### src/rtl/data_types_pkg.sv
// ---------------------------------------------------------------------------
// data_types_pkg
// Shared constants and types for the rows_writer block.
//   DEF_N_ROWS / DEF_WIDTH / DEF_ADDR_W : default transfer geometry
//   state_e                             : transfer FSM states
//   cnt_width()                         : row counter width, never below 1 bit
// ---------------------------------------------------------------------------
package data_types_pkg;

  localparam int DEF_N_ROWS = 4;
  localparam int DEF_WIDTH  = 32;
  localparam int DEF_ADDR_W = 4;

  typedef enum logic [1:0] {
    IDLE  = 2'd0,
    WRITE = 2'd1,
    DONE  = 2'd2
  } state_e;

  // A single-row transfer still needs a 1-bit counter so the
  // datapath keeps a legal, non-zero width.
  function automatic int cnt_width(input int n);
    return (n > 1) ? $clog2(n) : 1;
  endfunction

endpackage

### src/rtl/rows_writer.sv
// ---------------------------------------------------------------------------
// rows_writer
// Captures a bundle of N_ROWS rows plus a base address, then writes the rows
// one by one into an external RAM write port at base_addr + row index
// (wrapping modulo 2^ADDR_W).
// A single-cycle finish_write pulse follows the write of the last row.
//
// Ports
//   clk              : clock; all logic is rising-edge
//   rst              : synchronous, active-high reset
//   in_valid         : a row bundle and base address are offered
//   in_ready         : the block can accept a bundle (IDLE only)
//   in_rows          : N_ROWS x WIDTH bundle; row 0 is in the LSBs
//   base_addr        : RAM address for row 0
//   ram_grant        : the RAM accepts a write this cycle
//   ram_addr         : RAM write address
//   ram_data_in      : RAM write data
//   ram_write_enable : RAM write strobe
//   finish_write     : one-cycle pulse after the last row is written
// ---------------------------------------------------------------------------
module rows_writer
  import data_types_pkg::*;
#(
  parameter int N_ROWS = DEF_N_ROWS,
  parameter int WIDTH  = DEF_WIDTH,
  parameter int ADDR_W = DEF_ADDR_W
) (
  input  logic                      clk,
  input  logic                      rst,
  input  logic                      in_valid,
  output logic                      in_ready,
  input  logic [N_ROWS*WIDTH-1:0]   in_rows,
  input  logic [ADDR_W-1:0]         base_addr,
  input  logic                      ram_grant,
  output logic [ADDR_W-1:0]         ram_addr,
  output logic [WIDTH-1:0]          ram_data_in,
  output logic                      ram_write_enable,
  output logic                      finish_write
);

  localparam int              CNT_W    = cnt_width(N_ROWS);
  localparam logic [CNT_W-1:0] LAST_ROW = CNT_W'(N_ROWS - 1);

  state_e                         state_q, state_d;
  logic [CNT_W-1:0]               row_cnt_q, row_cnt_d;
  logic [N_ROWS-1:0][WIDTH-1:0]   rows_q, rows_d;
  logic [ADDR_W-1:0]              base_q, base_d;
  logic                           write_en_raw;

  // State, counter and capture registers. Clearing the captured bundle and
  // base on reset is what makes ram_addr / ram_data_in read back as zero
  // straight after reset, since both are derived from these registers.
  always_ff @(posedge clk) begin
    if (rst) begin
      state_q   <= IDLE;
      row_cnt_q <= '0;
      rows_q    <= '0;
      base_q    <= '0;
    end else begin
      state_q   <= state_d;
      row_cnt_q <= row_cnt_d;
      rows_q    <= rows_d;
      base_q    <= base_d;
    end
  end

  // Next-state and output decode. The counter stops at the last row instead
  // of rolling past it, so it never exceeds N_ROWS-1 and the data mux index
  // always stays inside the captured bundle.
  always_comb begin
    state_d      = state_q;
    row_cnt_d    = row_cnt_q;
    rows_d       = rows_q;
    base_d       = base_q;
    in_ready     = 1'b0;
    write_en_raw = 1'b0;
    finish_write = 1'b0;

    case (state_q)
      IDLE: begin
        in_ready = 1'b1;
        if (in_valid) begin
          rows_d    = in_rows;
          base_d    = base_addr;
          row_cnt_d = '0;
          state_d   = WRITE;
        end
      end

      WRITE: begin
        write_en_raw = 1'b1;
        if (ram_grant) begin
          if (row_cnt_q == LAST_ROW) begin
            state_d = DONE;
          end else begin
            row_cnt_d = row_cnt_q + 1'b1;
          end
        end
      end

      DONE: begin
        finish_write = 1'b1;
        state_d      = IDLE;
      end

      default: begin
        state_d = IDLE;
      end
    endcase
  end

  // The strobe is masked while reset is asserted so that a transfer aborted
  // by reset cannot land one more row in the RAM during the reset cycle.
  assign ram_write_enable = write_en_raw & ~rst;
  assign ram_addr         = base_q + ADDR_W'(row_cnt_q);
  assign ram_data_in      = rows_q[row_cnt_q];

endmodule

### config.mk
export PLATFORM = sky130hd
export DESIGN_NAME = rows_writer
export DESIGN_NICKNAME = d
export VERILOG_FILES = /design/src/rtl/data_types_pkg.sv /design/src/rtl/rows_writer.sv
export SDC_FILE = /design/constraint.sdc
export NUM_CORES = 1
export LEC_CHECK = 0
export BUFFER_PORTS_ARGS = -buffer_cell sky130_fd_sc_hd__buf_2
export CAP_MARGIN = 20
export CORE_MARGIN = 2
export CORE_UTILIZATION = 27
export CTS_CLUSTER_DIAMETER = 200
export DETAILED_ROUTE_END_ITERATION = 12
export GPL_ROUTABILITY_DRIVEN = 0
export PLACE_DENSITY_LB_ADDON = 0.15
export SYNTH_ARGS = -nofsm -noshare
export SYNTH_HDL_FRONTEND = slang
export SYNTH_SLANG_ARGS = --single-unit
### constraint.sdc
create_clock -name clk -period 2.01 [get_ports clk]
set_input_delay 0 -clock clk [delete_from_list [all_inputs] [get_ports clk]]
set_output_delay 0 -clock clk [all_outputs]
set_load 0.02 [all_outputs]
Word-level counts from Yosys, hierarchy flattened. Index checks and enable logic that the tools add are counted.

Word-level logic and storage cells: 37. Bits in registers: 136. Bits of input ports: 136. Output and inout port bits: 39.

Equality and inequality tests: 7. Bitwise logic cells: 2. Reductions and logical operators: 5. Muxes and demuxes: 13. Add/subtract/negate cells: 2. $lt $le $gt $ge: 1.

Operator list (count): $bmux W32 S2 (1); $mux W32 (1); $mux W2 (6); $ne A2 B2 Y1 const B (4); $pmux W2 S2 (2); $add A4 B2 Y4 (1); $eq A2 B2 Y1 const B (2); $reduce_and A4 Y1 (1); $lt A2 B3 Y1 const B (1); $mux W1 (3); $reduce_and A3 Y1 (1); $add A2 B1 Y2 const B (1); $eq A2 B1 Y1 const B (1); $logic_not A2 Y1 (1); $reduce_and A2 Y1 (1); $reduce_bool A2 Y1 (1); $and A1 B1 Y1 (1); $not A1 Y1 (1).

Logic depth before layout (Yosys ltp).
Word-level depth: 4. Gate-level depth with buffers: 6. Mapped depth without buffers: 4.

Worst setup path after synthesis. No wires, ideal clock.

Path type: register to output. From: register row_cnt_q[1]. To: output port ram_addr[2]. Cell stages (with the launch flop): 6. Arrival time: 1.710 ns. Path slack: 0.300 ns. Required time: 2.010 ns. Buffers on the path: 2. Path through: dfxtp_1 -> buf_2 -> buf_2 -> inv_1 -> fa_1 -> xnor2_1.

Longest elaborated chain between the ends: 1.

Ends and longest elaborated chain: start, declared (line rows_writer.sv:45) `logic [CNT_W-1:0] row_cnt_q, row_cnt_d;`; start signal, assigned (line rows_writer.sv:61) `row_cnt_q <= row_cnt_d;`; $add A4 B2 Y4 (line rows_writer.sv:115) `assign ram_addr = base_q + ADDR_W'(row_cnt_q);`; end, declared (line rows_writer.sv:35) `output logic [ADDR_W-1:0] ram_addr,`.

No other way between the ends.

Worst setup path in the final report.
From: register row_cnt_q[1]. To: output port ram_data_in[10].

Longest elaborated chain between the ends: 2.

Ends and longest elaborated chain: $bmux W32 S2 (line rows_writer.sv:116) `assign ram_data_in = rows_q[row_cnt_q];`; $mux W32 (not written as such) (line rows_writer.sv:116); end, declared (line rows_writer.sv:36) `output logic [WIDTH-1:0] ram_data_in,`.

No other way between the ends. The select of a mux whose other input is x is not followed.

==> impl_metrics.json <==
{
  "status": "complete, no violations",
  "routed-via-count": 5327,
  "die_area_um2": 21800,
  "synthesis.nets": 784,
  "synth-xor-area-share_pct": 0.314,
  "p_per_area_nw_per_um2": 805,
  "p_leak_nw": 3.57,
  "grt_overflow": 0,
  "vdd.ir_drop.worst_v": 0.000507,
  "drt_iter0_drc": 204,
  "drcViolationCount": 0,
  "cp.required_ps": 2010,
  "die_x_um": 148,
  "antenna-diode-count": 0,
  "io_pins": 175,
  "fp.coreArea_um2": 20200,
  "final_cell_area_um2": 8630,
  "synthFlopType": "dfxtp_1",
  "synth_top_family_by_area": "simple AND/OR/NAND/NOR gates",
  "rsz0062_at_grt": "false",
  "worstSetupEndpointType": "output port",
  "worstHoldPathType": "in -> reg",
  "first_pass_iters": 6,
  "gr-usage-all-layers_pct": 15.8,
  "grt_max_degree": 86,
  "grt_pass1_vias": 5376,
  "ant_nets": 0,
  "fin_crit_ps": 1850,
  "fin_nets": 1073,
  "htree_levels": 4,
  "start_kind": "register",
  "synthAdderAreaFrac_pct": 1.03,
  "start_util_pct": 27.6,
  "cp_data_arrival_time_ps": 1850,
  "placed_area_um2": 6710,
  "synth_edf_count": 0,
  "yosysMostFrequentCell": "nand2_1",
  "hold_viol": 0,
  "viasPerCell": 4.38,
  "max-clock-path-buffers": 2,
  "critical_path_class": "reg -> out",
  "async_flop_share_pct": 0,
  "std_cell_rows": 52,
  "synthCells": 644,
  "syn_area_um2": 5580,
  "cts_tree": "yes",
  "yosys.area_share.simple_pct": 19.4,
  "yosys-top-cells-count": "266 x nand2_1, 136 x dfxtp_1, 133 x a21oi_1, 32 x mux4_2, 23 x clkbuf_1",
  "ys_types": 27,
  "whs_path_depth": 2,
  "cts_root_buf": "clkbuf_16",
  "clkSlewWorstSetupHoldPaths_ps": 60,
  "areaGrowthSynthToFinish_pct": 54.7,
  "period_share_pct": 92.3,
  "synthTopCellsByArea": "dfxtp_1 49%, nand2_1 18%, mux4_2 13%, a21oi_1 12%, buf_2 1.8%",
  "cts_sinks": 136,
  "fin_skew_ps": 12.3,
  "fp.dieH_um": 148,
  "max_slew.worst_pin.slew_ps": 488,
  "wl_um": 17200,
  "setup-tns-final_ps": 0,
  "port_buffers": 174,
  "yosys_warnings": 0,
  "maxCapViolCount": 0,
  "drive_gt1_share_pct": 27.2,
  "grt_pass1_wl_um": 27300,
  "muxShareOfSynthArea_pct": 12.9,
  "wl_per_cell_um": 14.1,
  "yosys.area.top_type_share_pct": 48.8,
  "dpl.hpwl_um": 10900,
  "synth_area_per_cell_um2": 8.66,
  "cts_buffers": 17,
  "clk_latency_ps": 410,
  "antenna_found_initial": 0,
  "ys_ff_latch": 136,
  "slew_headroom_pct": 67.5,
  "yosysTopAreaCell": "dfxtp_1",
  "path_max_fanout": 12,
  "setup_viol": 0,
  "seq_area_frac_synth_pct": 48.8,
  "rr_worst_depth": 4,
  "fmax_ghz": 0.539,
  "drv_slew": 0,
  "synth-compound-area-share_pct": 12.3
}
[power breakdown]
part | switching [mW] | leakage [nW] | internal (mW)
combinational | 0.468 | 2.17 | 0.499
clock | 1.23 | 0.280 | 1.82
sequential | 0.0851 | 1.12 | 2.85
[worst paths after layout]
check             slack [ps]                 startpoint                         to
setup / recovery         160  row_cnt_q[1]$_SDFFE_PP0P_            ram_data_in[10]
hold / removal            40                        rst   rows_q[117]$_SDFFE_PP0P_
setup reg to reg         550  row_cnt_q[1]$_SDFFE_PP0P_  row_cnt_q[0]$_SDFFE_PP0P_
hold reg to reg          450    rows_q[12]$_SDFFE_PP0P_    rows_q[12]$_SDFFE_PP0P_
[area by class of cell]
| cell class | count | area [um2] |
|---|---|---|
| inverters | 4 | 15.0 |
| well taps | 270 | 338 |
| multi-input cells | 452 | 2570 |
| clock buffers | 20 | 467 |
| clock inverters | 12 | 115 |
| flip-flops and latches | 136 | 2730 |
| fillers | 2051 | 11600 |
| repair buffers | 322 | 2390 |
[placed cells by master, fill, tap and decap left out, drive strengths merged, types with 2 or more instances in the layout]
cell type / count
clkinv: 4
mux4: 32
buf: 188
inv: 8
dfxtp: 136
clkbuf: 20
dlygate4sd3: 134
ha: 3
a21oi: 133
xnor2: 2
clkinvlp: 3
nand3: 2
nor3b: 2
nand2: 266
[repair_timing]
item                                   4_1_cts  5_1_grt
endpoints found under the hold margin      135        0
gates resized for setup                      1        1
buffers inserted                             0        0
setup endpoints to repair                   21        3
hold buffers                               134        0
[cell families after synthesis]
logic type | Yosys count
AOI/OAI and AO/OA | 136
and+or+nand+nor | 278
DFF | 136
adders and majority gates | 4
buffers and inverters | 56
xor gates and xnor gates | 2
muxes | 32
[through the flow]
stage | total power [mW] | hold slack, ps | utilization, % | worst slack, ps | std cells
after floorplan | 3.45 | 136 | - | 300 | 644
after global placement | 3.76 | 246 | 33.1 | 393 | 1050
after detailed placement | 3.77 | 246 | 33.1 | 390 | 1050
after CTS | 7.05 | 37.4 | 42.7 | 40.1 | 1216
after global routing | 7.29 | 56.5 | 42.7 | 51.9 | 1216
final | 6.95 | 43.1 | 42.7 | 155 | 1216
[state kept, by name (all words and copies together), names as in the netlist]
| signal | flops |
|---|---|
| rows_q | 128 |
| base_q | 4 |
| row_cnt_q | 2 |
| state_q | 2 |
[critical path, cell delays in order (launching register included)]
cell and delay, ps:
dfxtp_4 500, buf_4 240, mux4_2 540, buf_2 180
[routing by layer]
layer	vias to the layer above	track usage (%)	routed length (um)
met4	0	4.57	192
met1	2460	21.0	8330
met3	11	3.27	667
met5	-	0	0
met2	129	26.0	7990
li1	2727	-	-
Power figures use the tool's default switching activity.
